## src/rtl/rr_lane_arbiter.sv

```systemverilog
// Round-robin arbiter sharing one fixed-latency single-input/single-output
// resource among NUM_REQ requester lanes, one transaction at a time.
module rr_lane_arbiter #(
  parameter int unsigned NUM_REQ = 4,
  parameter int unsigned DATA_W  = 8,
  parameter int unsigned RES_LAT = 1,
  parameter int unsigned ID_W    = $clog2(NUM_REQ)
) (
  input  logic                        clk,
  input  logic                        rst_n,
  input  logic [NUM_REQ-1:0]          req_valid,
  input  logic [NUM_REQ*DATA_W-1:0]   req_data,
  output logic [NUM_REQ-1:0]          req_ready,
  output logic [NUM_REQ-1:0]          rsp_valid,
  output logic [DATA_W-1:0]           rsp_data,
  output logic                        res_valid,
  output logic [DATA_W-1:0]           res_a,
  input  logic [DATA_W-1:0]           res_y,
  output logic                        busy,
  output logic [ID_W-1:0]             grant_id
);

  localparam int unsigned CNT_W = (RES_LAT > 1) ? $clog2(RES_LAT) : 1;

  typedef enum logic [1:0] {
    IDLE  = 2'd0,
    ISSUE = 2'd1,
    WAIT  = 2'd2,
    RESP  = 2'd3
  } state_e;

  state_e               state_q, state_d;
  logic [CNT_W-1:0]     cnt_q, cnt_d;
  logic                 res_valid_q, res_valid_d;
  logic [DATA_W-1:0]    res_a_q, res_a_d;
  logic [NUM_REQ-1:0]   rsp_valid_q, rsp_valid_d;
  logic [DATA_W-1:0]    rsp_data_q, rsp_data_d;
  logic                 busy_q, busy_d;
  logic [ID_W-1:0]      grant_id_q, grant_id_d;
  logic [ID_W-1:0]      last_grant_q, last_grant_d;

  logic                 any_req;
  logic                 found_hi, found_lo;
  logic [ID_W-1:0]      hi_id, lo_id, win_id;
  logic [DATA_W-1:0]    hi_data, lo_data, win_data;

  assign any_req = |req_valid;

  // Winner: lowest requesting lane above last_grant, else lowest requesting lane (wrap).
  always_comb begin
    found_hi = 1'b0;
    found_lo = 1'b0;
    hi_id    = '0;
    lo_id    = '0;
    hi_data  = '0;
    lo_data  = '0;
    for (int i = 0; i < NUM_REQ; i++) begin
      if (req_valid[i]) begin
        if (!found_hi && (ID_W'(i) > last_grant_q)) begin
          found_hi = 1'b1;
          hi_id    = ID_W'(i);
          hi_data  = req_data[i*DATA_W +: DATA_W];
        end
        if (!found_lo) begin
          found_lo = 1'b1;
          lo_id    = ID_W'(i);
          lo_data  = req_data[i*DATA_W +: DATA_W];
        end
      end
    end
    win_id   = found_hi ? hi_id   : lo_id;
    win_data = found_hi ? hi_data : lo_data;
  end

  // Next-state and registered-output logic.
  always_comb begin
    state_d      = state_q;
    cnt_d        = cnt_q;
    res_valid_d  = 1'b0;
    res_a_d      = res_a_q;
    rsp_valid_d  = '0;
    rsp_data_d   = rsp_data_q;
    grant_id_d   = grant_id_q;
    last_grant_d = last_grant_q;
    req_ready    = '0;

    case (state_q)
      IDLE: begin
        if (any_req) begin
          req_ready   = NUM_REQ'(1) << win_id;
          res_a_d     = win_data;
          grant_id_d  = win_id;
          res_valid_d = 1'b1;
          state_d     = ISSUE;
        end
      end
      ISSUE: begin
        cnt_d   = CNT_W'(RES_LAT - 1);
        state_d = WAIT;
      end
      WAIT: begin
        if (cnt_q == '0) begin
          rsp_data_d  = res_y;
          rsp_valid_d = NUM_REQ'(1) << grant_id_q;
          state_d     = RESP;
        end else begin
          cnt_d = cnt_q - CNT_W'(1);
        end
      end
      RESP: begin
        last_grant_d = grant_id_q;
        state_d      = IDLE;
      end
      default: state_d = IDLE;
    endcase

    busy_d = (state_d != IDLE);
  end

  always_ff @(posedge clk or negedge rst_n) begin
    if (!rst_n) begin
      state_q      <= IDLE;
      cnt_q        <= '0;
      res_valid_q  <= 1'b0;
      res_a_q      <= '0;
      rsp_valid_q  <= '0;
      rsp_data_q   <= '0;
      busy_q       <= 1'b0;
      grant_id_q   <= '0;
      last_grant_q <= ID_W'(NUM_REQ - 1);
    end else begin
      state_q      <= state_d;
      cnt_q        <= cnt_d;
      res_valid_q  <= res_valid_d;
      res_a_q      <= res_a_d;
      rsp_valid_q  <= rsp_valid_d;
      rsp_data_q   <= rsp_data_d;
      busy_q       <= busy_d;
      grant_id_q   <= grant_id_d;
      last_grant_q <= last_grant_d;
    end
  end

  assign rsp_valid = rsp_valid_q;
  assign rsp_data  = rsp_data_q;
  assign res_valid = res_valid_q;
  assign res_a     = res_a_q;
  assign busy      = busy_q;
  assign grant_id  = grant_id_q;

endmodule

```

## config.mk

```make
export PLATFORM = sky130hd
export DESIGN_NAME = rr_lane_arbiter
export DESIGN_NICKNAME = d
export VERILOG_FILES = /design/src/rtl/rr_lane_arbiter.sv
export SDC_FILE = /design/constraint.sdc
export NUM_CORES = 1
export LEC_CHECK = 0
export ABC_AREA = 1
export CAP_MARGIN = 10
export CORE_ASPECT_RATIO = 0.6
export CORE_MARGIN = 1.5
export CORE_UTILIZATION = 49
export CTS_BUF_LIST = sky130_fd_sc_hd__clkbuf_8
export DETAILED_ROUTE_END_ITERATION = 8
export GPL_TIMING_DRIVEN = 0
export PLACE_DENSITY = 0.88
export SLEW_MARGIN = 10
export SYNTH_ARGS = -nofsm -noshare
export SYNTH_HDL_FRONTEND = slang
export SYNTH_SLANG_ARGS = --single-unit
export TNS_END_PERCENT = 20
```

## constraint.sdc

```tcl
create_clock -name clk -period 3.5 [get_ports clk]
set_clock_uncertainty 0.1 [all_clocks]
set_input_delay 0.525 -clock clk [delete_from_list [all_inputs] [get_ports clk]]
set_output_delay 0.525 -clock clk [all_outputs]
set_load 0.1 [all_outputs]
```

==> summary.txt <==
Yosys
  – Dominant synthesized flop cell: dfrtp_1
  – #FFs+latches synth: 28
  – Top-count cell post-synth: nand2_1
  – Yosys top cell by area: dfrtp_1
  – Number of warnings issued by yosys: 0
  – Netlist cell types: 25
  – Seq/Total Area, Yosys: approximately 36%
  – Post-synth top cells: 84 x nand2_1, 59 x nor2_1, 47 x nand3_1
  – Area share of the largest cell type after synthesis: 33.46%
  – Synth Instances: 294
  – Post-synth EDFFs: 0
  – Avg Cell Area, Syn: around 6.6 µm²
  – Synth area leaders: dfrtp_1 33%, nand2_1 16%, nand3_1 12%, nor2_1 11%, inv_1 6.2%
  – Post-synth net total: around 340
  – Asr flop ratio synth: 100.0%
  – Netlist Area Pre-Place: ~1900 µm²

Cells and area
  – Final Cell Area: approximately 2800 µm²
  – Fin nets: between 400 and 500
  – Area delta synth->final: 41.96%
  – Antenna Cells: 0
  – Share of layout cells above drive strength 1: about a tenth
  – Filler instances: 300

Placement
  – Post-DP Area: between 2000 and 3000 µm²
  – IO buf count: approximately 70
  – DP HPWL: 4.199 mm
  – Gpl congestion: around 0.92

Routing
  – Vias post-DR: 2167
  – Routed WL per cell: between 10 and 15 µm
  – Routed WL: 5.599 mm
  – Drt first pass iters: 7
  – DRC viols: 0
  – DR vias/cell: approximately 5.2
  – ANT nets after route: 0
  – Initial drt markers: 153

Worst setup path
  – Crit-path slowest cell: clkdlybuf4s50_1
  – CP Launch Type: primary input
  – CP required: approximately 2.9 ns
  – Setup crit end kind: output pin
  – Worst setup path category: in2out
  – WP buf/inv: 4
  – Slowest stage delay, CP: approximately 0.56 ns
  – Most used cell, CP: nand2_1
  – Arrival time worst endpoint: between 2 and 2.5 ns
  – Worst-path cell chain: clkdlybuf4s50_1 -> buf_6 -> nand2_1 -> nand2_2 -> nor2_2 -> nand2_1 -> nand2_1 -> inv_2 -> nor2_1 -> clkbuf_2
  – CP delay by family, top: buffers and inverters
  – Worst-path fanout max: 10

Die
  – Die Width: 84.33 µm
  – Height of the chip: about 52 µm
  – Rows: 17
  – Initial Util: about half
  – Core Region: approximately 3700 µm²
  – Full die area: ~4400 µm²
  – IO Pins: 74

Clock network
  – Clock sinks: 28
  – CTS buffer count: 3
  – CTS tree: yes
  – H-tree Lvls: 1
  – Setup bufs post-CTS: 0
  – Clk_lat worst skew: around 0.28 ns
  – CTS clk-pin slew, worst paths: around 0.10 ns
  – CTS Root Cell: clkbuf_8
  – Clock Path Buffers: 2

Pwr
  – Leakage: between 1 and 1.5 nW
  – Flop pwr share: 20.3%
  – Sw Ratio: 60.87%
  – Pint: around 1.1 mW
  – Combinational share of power: a little under three quarters
  – Clk network pwr share: ~8.8%
  – Total power: 2.897 mW
  – VDD IR max: about 0.0009 V
  – PwrDens: approximately 1000 nW/µm²
  – Psw: 1.763 mW

GRT
  – Largest net degree at the start of global routing: 29
  – Initial antenna violation count: 0
  – Grt ovf: 0
  – Vias in the first global route: 2028
  – First-pass GRT wire length: ~9 mm
  – Gr usage total: between 20% and 30%

STA
  – Fin crit period: a little over 3 ns
  – Hold Fails Final Rpt: 0
  – Max-slew violation count: 0
  – Setup TNS Final: 0 ns
  – Worst slew margin: between 30% and 40%
  – WHS: approximately 0.14 ns
  – Period utilization: between 80 and 90%
  – Fmax: ~330 MHz
  – RSZ-0062 raised after global routing: false
  – Final setup fails: 0
  – Worst Tran Pin Value: 0.9904 ns

Job
  – Max_cap viols: 0

Status
  – Status: complete, no violations

Min path
  – Worst min path class: in2async
-- registers in the layout, summed over array words and instances (netlist names) --
signal        count
busy              1
res_valid         1
res_a             8
last_grant_q      2
grant_id          2
rsp_valid         4
state_q           2
rsp_data          8
-- worst reg2reg max path, stage by stage, from the launching register on --
cell	delay [ns]
dfrtp_1	0.42
inv_1	0.11
ha_1	0.15
clkbuf_1	0.33
inv_1	0.16
clkbuf_1	0.26
nor3_1	0.21
-- power groups by stage --
stage          clock network [mW]  registers (mW)  logic [mW]
6_report                    0.254           0.587        2.05
2_1_floorplan                   0            1.49       0.636
3_5_place_dp                    0           0.591        2.05
3_3_place_gp                    0           0.586        2.02
4_1_cts                     0.254           0.586        2.05
5_1_grt                     0.268           0.603        2.16
-- cells by family (layout without fill, tap and decap cells) --
kind of cell / Yosys count / in the layout / synth area share (%)
AO/OA/AOI/OAI: 9 / 9 / 2.896
adder cells (fa/ha/maj): 4 / 4 / 2.574
flip-flops: 28 / 28 / 36.16
AND/OR/NAND/NOR: 205 / 205 / 46.46
buffers and inverters: 48 / 123 / 11.90
-- cell type report --
type                       count  area, µm²  area share, %
tap                           47      58.81          2.131
sequential                    28      703.2          25.48
timing repair buffer          71      685.7          24.84
clock buffer                   3      41.29          1.496
multi-input combinational    218       1010          36.58
clock inverter                 1      30.03          1.088
inverter                      37      138.9          5.032
buffer                        11      92.59          3.354
-- per-layer routing --
layer  GRT usage [%]  share of wire, %
met1           37.15                45
met2           40.80                44
met3           7.460                11
met4           4.372             0.071
met5               0                 0
-- final timing paths --
kind / startpoint / end / slack (ns) / cells after the start
setup / recovery: req_valid[2] / req_ready[1] / 0.45 / 10
hold / removal: rst_n / rsp_data[7] / 0.14 / 1
setup reg to reg: state_q[0] / rsp_valid[0] / 1.67 / 6
hold reg to reg: rsp_data[4] / rsp_data[4] / 0.38 / 2
max in group asynchronous: rst_n / rsp_data[4] / 2.76 / 1
min in group clk: rsp_data[4] / rsp_data[4] / 0.38 / 2
-- what timing repair did --
action	4_1_cts	5_1_grt
resized for setup	4	8
gates cloned	0	0
setup endpoints to repair	4	4
hold buffers	0	0
-- cell usage in the layout, fill, tap and decap left out --
| master | n |
|---|---|
| clkdlybuf4s50_1 | 66 |
| nor2_8 | 1 |
| inv_1 | 32 |
| nor3_1 | 4 |
| nand2_1 | 84 |
| nand2_2 | 3 |
| nor2_1 | 59 |
| inv_2 | 5 |
| clkbuf_2 | 4 |
| buf_8 | 1 |
| nand2_8 | 1 |
| nor2_2 | 1 |
| nand4_1 | 1 |
| buf_2 | 3 |
| o21ai_0 | 5 |
| dfstp_2 | 2 |
| o21ai_1 | 3 |
| nand2_4 | 2 |
| clkbuf_1 | 2 |
| nand3_1 | 47 |
| buf_4 | 2 |
| dfrtp_1 | 26 |
| bufinv_16 | 1 |
| clkbuf_8 | 3 |
| buf_6 | 4 |
| ha_1 | 4 |
| nor2_4 | 1 |
| or2_1 | 1 |
| a21oi_4 | 1 |
-- stage by stage --
stage	utilization (%)	worst slack [ns]	std cells
after global routing	73.73	0.2663	416
after global placement	72.49	-0.1623	412
after floorplan	-	0.4228	294
after detailed placement	72.49	-0.1993	412
final	73.73	0.4520	416
after CTS	74.26	0.07068	416
No activity file was read; power rests on OpenSTA's default activity.
